==> src/rtl/burst_initiator.sv <==
// Burst SRAM initiator: takes one burst command and sequences per-beat SRAM
// strobes, addresses and data for write and read bursts.
module burst_initiator #(
  parameter int ADDR_WIDTH = 8,
  parameter int DATA_WIDTH = 8,
  parameter int STRIDE_LEN = 2,
  parameter int LEN_WIDTH  = 4,
  parameter int RD_LATENCY = 1
) (
  input  logic                  clk,
  input  logic                  rst,
  input  logic                  cmd_valid,
  output logic                  cmd_ready,
  input  logic                  cmd_write,
  input  logic [ADDR_WIDTH-1:0] cmd_addr,
  input  logic [STRIDE_LEN-1:0] cmd_stride,
  input  logic [LEN_WIDTH-1:0]  cmd_len,
  input  logic                  wdata_valid,
  output logic                  wdata_ready,
  input  logic [DATA_WIDTH-1:0] wdata,
  output logic                  rdata_valid,
  output logic [DATA_WIDTH-1:0] rdata,
  output logic                  done,
  output logic                  err,
  output logic                  mem_wren,
  output logic                  mem_rden,
  output logic [ADDR_WIDTH-1:0] mem_addr,
  output logic [DATA_WIDTH-1:0] mem_wr_data,
  input  logic [DATA_WIDTH-1:0] mem_rd_data
);

  typedef enum logic [2:0] {IDLE, WRITE, READ, DRAIN, DONE} state_t;

  state_t                state_q, state_d;
  logic [ADDR_WIDTH-1:0] cur_addr_q, cur_addr_d;
  logic [LEN_WIDTH-1:0]  beats_left_q, beats_left_d;
  logic [STRIDE_LEN-1:0] stride_q, stride_d;
  logic                  err_flag_q, err_flag_d;
  logic [RD_LATENCY-1:0] vpipe_q, vpipe_d;
  logic [DATA_WIDTH-1:0] rdata_hold_q, rdata_hold_d;
  logic [ADDR_WIDTH:0]   next_addr;
  logic                  beat_fire;

  // One extra bit catches the carry out of the address space.
  assign next_addr = {1'b0, cur_addr_q} + ({{ADDR_WIDTH{1'b0}}, 1'b1} << stride_q);

  always_comb begin
    state_d      = state_q;
    cur_addr_d   = cur_addr_q;
    beats_left_d = beats_left_q;
    stride_d     = stride_q;
    err_flag_d   = err_flag_q;
    vpipe_d      = vpipe_q << 1;
    beat_fire    = 1'b0;
    cmd_ready    = 1'b0;
    wdata_ready  = 1'b0;
    mem_wren     = 1'b0;
    mem_rden     = 1'b0;
    mem_addr     = '0;
    mem_wr_data  = '0;
    done         = 1'b0;
    err          = 1'b0;

    case (state_q)
      IDLE: begin
        cmd_ready = 1'b1;
        if (cmd_valid) begin
          cur_addr_d   = cmd_addr;
          beats_left_d = cmd_len;
          stride_d     = cmd_stride;
          err_flag_d   = 1'b0;
          state_d      = cmd_write ? WRITE : READ;
        end
      end
      WRITE: begin
        wdata_ready = 1'b1;
        mem_wren    = wdata_valid;
        mem_addr    = cur_addr_q;
        mem_wr_data = wdata;
        beat_fire   = wdata_valid;
      end
      READ: begin
        mem_rden   = 1'b1;
        mem_addr   = cur_addr_q;
        beat_fire  = 1'b1;
        vpipe_d[0] = 1'b1;
      end
      DRAIN: begin
        // Leave once the return currently at the pipe output is the last one.
        if (vpipe_d == '0) state_d = DONE;
      end
      DONE: begin
        done    = 1'b1;
        err     = err_flag_q;
        state_d = IDLE;
      end
      default: state_d = IDLE;
    endcase

    if (beat_fire) begin
      if (beats_left_q == '0) begin
        state_d = (state_q == WRITE) ? DONE : DRAIN;
      end else if (next_addr[ADDR_WIDTH]) begin
        err_flag_d = 1'b1;
        state_d    = (state_q == WRITE) ? DONE : DRAIN;
      end else begin
        cur_addr_d   = next_addr[ADDR_WIDTH-1:0];
        beats_left_d = beats_left_q - 1'b1;
      end
    end
  end

  // Read data passes straight through on a valid return and is held after.
  always_comb begin
    rdata_valid  = vpipe_q[RD_LATENCY-1];
    rdata        = rdata_valid ? mem_rd_data : rdata_hold_q;
    rdata_hold_d = rdata;
  end

  always_ff @(posedge clk or posedge rst) begin
    if (rst) begin
      state_q      <= IDLE;
      cur_addr_q   <= '0;
      beats_left_q <= '0;
      stride_q     <= '0;
      err_flag_q   <= 1'b0;
      vpipe_q      <= '0;
      rdata_hold_q <= '0;
    end else begin
      state_q      <= state_d;
      cur_addr_q   <= cur_addr_d;
      beats_left_q <= beats_left_d;
      stride_q     <= stride_d;
      err_flag_q   <= err_flag_d;
      vpipe_q      <= vpipe_d;
      rdata_hold_q <= rdata_hold_d;
    end
  end

endmodule

==> config.mk <==
export PLATFORM = sky130hd
export DESIGN_NAME = burst_initiator
export DESIGN_NICKNAME = d
export VERILOG_FILES = /design/src/rtl/burst_initiator.sv
export SDC_FILE = /design/constraint.sdc
export NUM_CORES = 1
export LEC_CHECK = 0
export BUFFER_PORTS_ARGS = -buffer_cell sky130_fd_sc_hd__buf_4
export CAP_MARGIN = 20
export CORE_ASPECT_RATIO = 0.9
export CORE_MARGIN = 2
export CORE_UTILIZATION = 45
export DETAILED_ROUTE_END_ITERATION = 10
export PLACE_DENSITY = 0.75
export SLEW_MARGIN = 20
export SYNTH_ARGS = -nofsm -noshare
export SYNTH_HDL_FRONTEND = slang
export SYNTH_SLANG_ARGS = --single-unit
==> constraint.sdc <==
create_clock -name clk -period 2.82 [get_ports clk]
set_input_delay 0.141 -clock clk [delete_from_list [all_inputs] [get_ports clk]]
set_output_delay 0.141 -clock clk [all_outputs]
set_load 0.02 [all_outputs]
Yosys cells after proc, flatten, opt, wreduce, memory -nomap -nowiden
Cells that the tools add are included.
- reductions and logical operators: 4
- muxes and demuxes: 32
- shifts and indexed selects: 1
- $add $sub $neg: 2
- eq/ne operators: 4
- operator list (operator ; count):
    $mux W8 ; 8
    $mux W4 ; 5
    $mux W3 ; 5
    $mux W1 ; 11
    $add A8 B9 Y9 ; 1
    $pmux W3 S3 ; 1
    $shl A1 B2 Y9 const A ; 1
    $eq A3 B2 Y1 const B ; 2
    $logic_not A4 Y1 ; 1
    $sub A4 B1 Y4 const B ; 1
    $eq A3 B1 Y1 const B ; 1
    $eq A3 B3 Y1 const B ; 1
    $logic_not A3 Y1 ; 1
    $mux W2 ; 1
    $pmux W1 S2 ; 1
    $reduce_and A2 Y1 ; 1
    $reduce_or A2 Y1 ; 1
- output and inout bits: 31
- word-level logic and storage cells: 50
- bits in registers: 27

Longest topological paths before layout
- depth in word-level cells: 6
- depth in mapped cells: 7

Worst setup path after synthesis
OpenSTA, ideal clock, no wires.
- path kind: register to register
- start point: reg stride_q[0]
- end point: reg beats_left_q[2]
- required time: 2.716 ns
- stages on the path, launching flop included: 7
- library setup time: 0.104 ns
- path buffers: 0
- arrival time: 1.839 ns
- slack: 0.877 ns
- cells stage by stage: dfrtp_1 and2_1 ha_1 nand3_1 a21oi_1 nor2_4 a221oi_1
- longest elaborated chain between the ends: 5
- ends and longest elaborated chain (what ; RTL line ; source):
    start: declaration ; 37 ; logic [STRIDE_LEN-1:0] stride_q, stride_d;
    start signal: assignment ; 133 ; stride_q <= stride_d;
    $shl A1 B2 Y9 ; 45 ; assign next_addr = {1'b0, cur_addr_q} + ({{ADDR_WIDTH{1'b0}}, 1'b1} << stride_q);
    $add A8 B9 Y9 ; 45 ;
    $mux W4 ; 103 ; end else if (next_addr[ADDR_WIDTH]) begin
    $mux W4 ; 101 ; if (beats_left_q == '0) begin
    $mux W4 ; 100 ; if (beat_fire) begin
    via beats_left_d[2] ; 36 ; logic [LEN_WIDTH-1:0] beats_left_q, beats_left_d;
    end signal: assignment ; 132 ; beats_left_q <= beats_left_d;
    end: declaration ; 36 ;
The timed path passes the listed nets, and every way through them passes these cells.
A chain may end at the register's enable or synchronous reset.

Final worst setup path
Same ends and word-level chain as after synthesis.

==> flow_metrics.py <==
metrics = {
    "run_status": {
        "status": "finished, final reports clean",
    },
    "critical_path": {
        "critPathKind": "reg -> reg",
        "critical_path_buf_inv_count": 0,
        "cp.arrival_ps": 2430,
        "cp_max_fo": 9,
        "required_ps": 3000,
        "worst_path_max_delay_cell": "a21oi_1",
        "worstSetupEndpointType": "register",
        "cp_top_family": "compound AO/OA/AOI/OAI gates",
        "crit_path_start_kind": "register",
        "critPathMaxStageDelay_ps": 530,
        "crit_chain": "and2_1 > ha_1 > nand3_1 > a21oi_1 > nor2_4 > a221oi_1",
    },
    "clocking": {
        "cts_tree": "yes",
        "hold_buffers": 0,
        "clk_path_buf_depth": 2,
        "post-cts-setup-buffers": 0,
        "clock-sinks": 27,
        "cts_inserted_buffers": 3,
        "clkLatencyLatePin_ps": 280,
        "clk_pin_slew_ps": 100,
        "cts_root_buffer": "clkbuf_8",
        "h-tree-depth": 1,
        "cts_resized": 0,
    },
    "logic_synthesis": {
        "synth_adder_area_share_pct": 4.85,
        "synthTopCellsByArea": "dfrtp_1 40%, and2_1 6.2%, mux2_2 5.3%",
        "synth-simple-area-share_pct": 21.2,
        "synth_edf_count": 0,
        "synth_compound_area_share_pct": 18.0,
        "async_reset_ff_share_pct": 100,
        "synth_cells": 172,
        "synthFlopType": "dfrtp_1",
        "synthMuxAreaShare_pct": 9.40,
        "synth_nets": 213,
        "syn_area_um2": 1700,
        "synth.largest_area_cell": "dfrtp_1",
        "synth.avg_cell_area_um2": 9.90,
        "synth_warnings": 0,
        "yosysTopAreaCellShare_pct": 39.7,
        "synth_seq_area_share_pct": 39.7,
        "synth-xor-area-share_pct": 1.54,
        "ys_ff_latch": 27,
        "synth.distinct_cells": 44,
        "synth_top_family_by_area": "simple AND/OR/NAND/NOR gates",
    },
    "cells_and_area": {
        "n_fill_cell": 333,
        "drive_gt1_share_pct": 37.6,
        "fin_util_pct": 61.8,
        "multi_input_area_um2": 937,
        "fin_cells": 283,
        "antennaDiodeCount": 0,
        "design_area_um2": 2270,
        "area_growth_syn_to_layout_pct": 33.5,
        "seq_area_um2": 676,
        "final_nets": 279,
    },
    "detailed_routing": {
        "remaining_drc_errors": 0,
        "drt_iter0_drc": 90,
        "viasPerCell": 5.40,
        "routed_wl_um": 3960,
        "wl_per_cell_um": 14.0,
        "dr_total_vias": 1529,
        "dr.pass1.iters": 4,
        "final_antenna_net_count": 0,
    },
    "pwr": {
        "power.total_uw": 2770,
        "ir_worst_vdd_mv": 0.566,
        "power.density_nw_per_um2": 1220,
        "p_leak_uw": 0.00109,
    },
    "timing": {
        "period_share_pct": 79.6,
        "finClkSkew_ps": 3.29,
        "rsz0062_at_grt": "false",
        "setup_viol": 0,
        "worst_pin_slew_ps": 601,
        "fin_tns_setup_ps": 0,
        "slew-limit-headroom_pct": 59.9,
        "maxSlewViolCount": 0,
        "final.min_clock_period_ps": 2240,
        "fmax_mhz": 446,
        "finalHoldViolCount": 0,
    },
    "die": {
        "initial_core_util_pct": 46.3,
        "num_io_pins": 66,
        "die_w_um": 68.8,
        "die_h_um": 62.4,
        "fp.dieArea_um2": 4290,
        "core_um2": 3680,
        "fp-row-count": 21,
    },
    "worst_hold_path": {
        "hp-class": "in -> reg",
    },
    "grt": {
        "grt_antenna_before_repair": 0,
        "first_global_vias": 1401,
        "overflow": 0,
        "grt_max_degree": 28,
        "grt_pass1_wl_um": 6380,
        "track_usage_pct": 19.1,
    },
    "flow_run": {
        "maxCapViolCount": 0,
    },
    "placed_design": {
        "dp_hpwl_um": 2980,
        "place_area_um2": 2210,
        "numPortBuffers": 65,
        "place_inst": 278,
        "gp_congestion": 0.849,
    },
}
-- cells in the mapped netlist (all sizes together), types with 5 or more instances --
cell type and count:
mux2i 7, nor2 7, o21ai 6, nor3 5, a21oi 13, ha 5, dfrtp 27, mux2 8
nand3 8, inv 11, and2 17, nand2 14
-- per-layer routing --
layer / vias to the layer above / part of all wire, % / GRT usage, %
met5: - / 0 / 0
met1: 725 / 46 / 28.2
li1: 742 / - / -
met2: 58 / 45 / 29.0
met4: 0 / 0.56 / 2.94
met3: 4 / 9.1 / 4.35
-- cells in the final DEF, fill, tap and decap left out, drive strengths merged, types with 2 or more instances in the layout --
cell type	n
xnor2	2
clkbuf	3
o22ai	2
a221o	3
nor3b	4
a21o	3
buf	67
a21oi	13
nor2b	2
nand2	14
mux2i	7
o21ai	6
nor2	7
mux2	8
o32ai	2
inv	11
ha	5
o2111ai	2
and2	17
dfrtp	27
a221oi	4
nand3	8
nor3	5
-- where the power goes --
part | leakage, uW | internal, uW | switching (uW)
registers | 0.000327 | 577 | 204
logic | 0.000740 | 817 | 937
clock network | 0.0000217 | 101 | 130
total | 0.00109 | 1490 | 1270
-- per-stage QoR --
stage	worst slack [ps]	hold slack (ps)
after global placement	659	337
final	576	44.3
after global routing	345	56.0
after CTS	590	47.5
after floorplan	877	194
after detailed placement	611	344
-- cells by family after synthesis --
group                    Yosys count
multiplexers                      15
flip-flops                        27
XOR/XNOR                           3
adder cells (fa/ha/maj)            6
AND/OR/NAND/NOR                   63
buffers and inverters             18
AO/OA/AOI/OAI                     40
-- path summary, 6_finish.rpt --
check / startpoint / to / slack (ps) / cells after the start
max in group asynchronous: rst / beats_left_q[0]$_DFF_PP0_ / 1970 / 3
worst min-delay path: cmd_stride[0] / stride_q[0]$_DFFE_PP0P_ / 40 / 3
worst max register to register: stride_q[0]$_DFFE_PP0P_ / beats_left_q[2]$_DFF_PP0_ / 580 / 6
worst min register to register: rdata_hold_q[2]$_DFF_PP0_ / rdata_hold_q[2]$_DFF_PP0_ / 500 / 1
min in group asynchronous: rst / rdata_hold_q[0]$_DFF_PP0_ / 470 / 3
worst max-delay path: stride_q[0]$_DFFE_PP0P_ / beats_left_q[2]$_DFF_PP0_ / 580 / 6
-- state kept, by name, indices dropped and copies added, names as in the netlist --
name / count
beats_left_q: 4
cur_addr_q: 8
err_flag_q: 1
rdata_hold_q: 8
rdata_valid: 1
state_q: 3
stride_q: 2
-- layout make-up --
class,count,area share [%]
inverters,11,1.82
clock buffers,3,1.82
well taps,46,2.53
repair buffers,68,22.6
flip-flops and latches,27,29.7
multi-input cells,127,41.2
clock inverters,1,0.330
-- tightest hold or removal path, stage by stage --
cell     delay (ps)
buf_4            70
nand2_1          40
nand2_1          50
No activity file was read; power rests on OpenSTA's default activity.
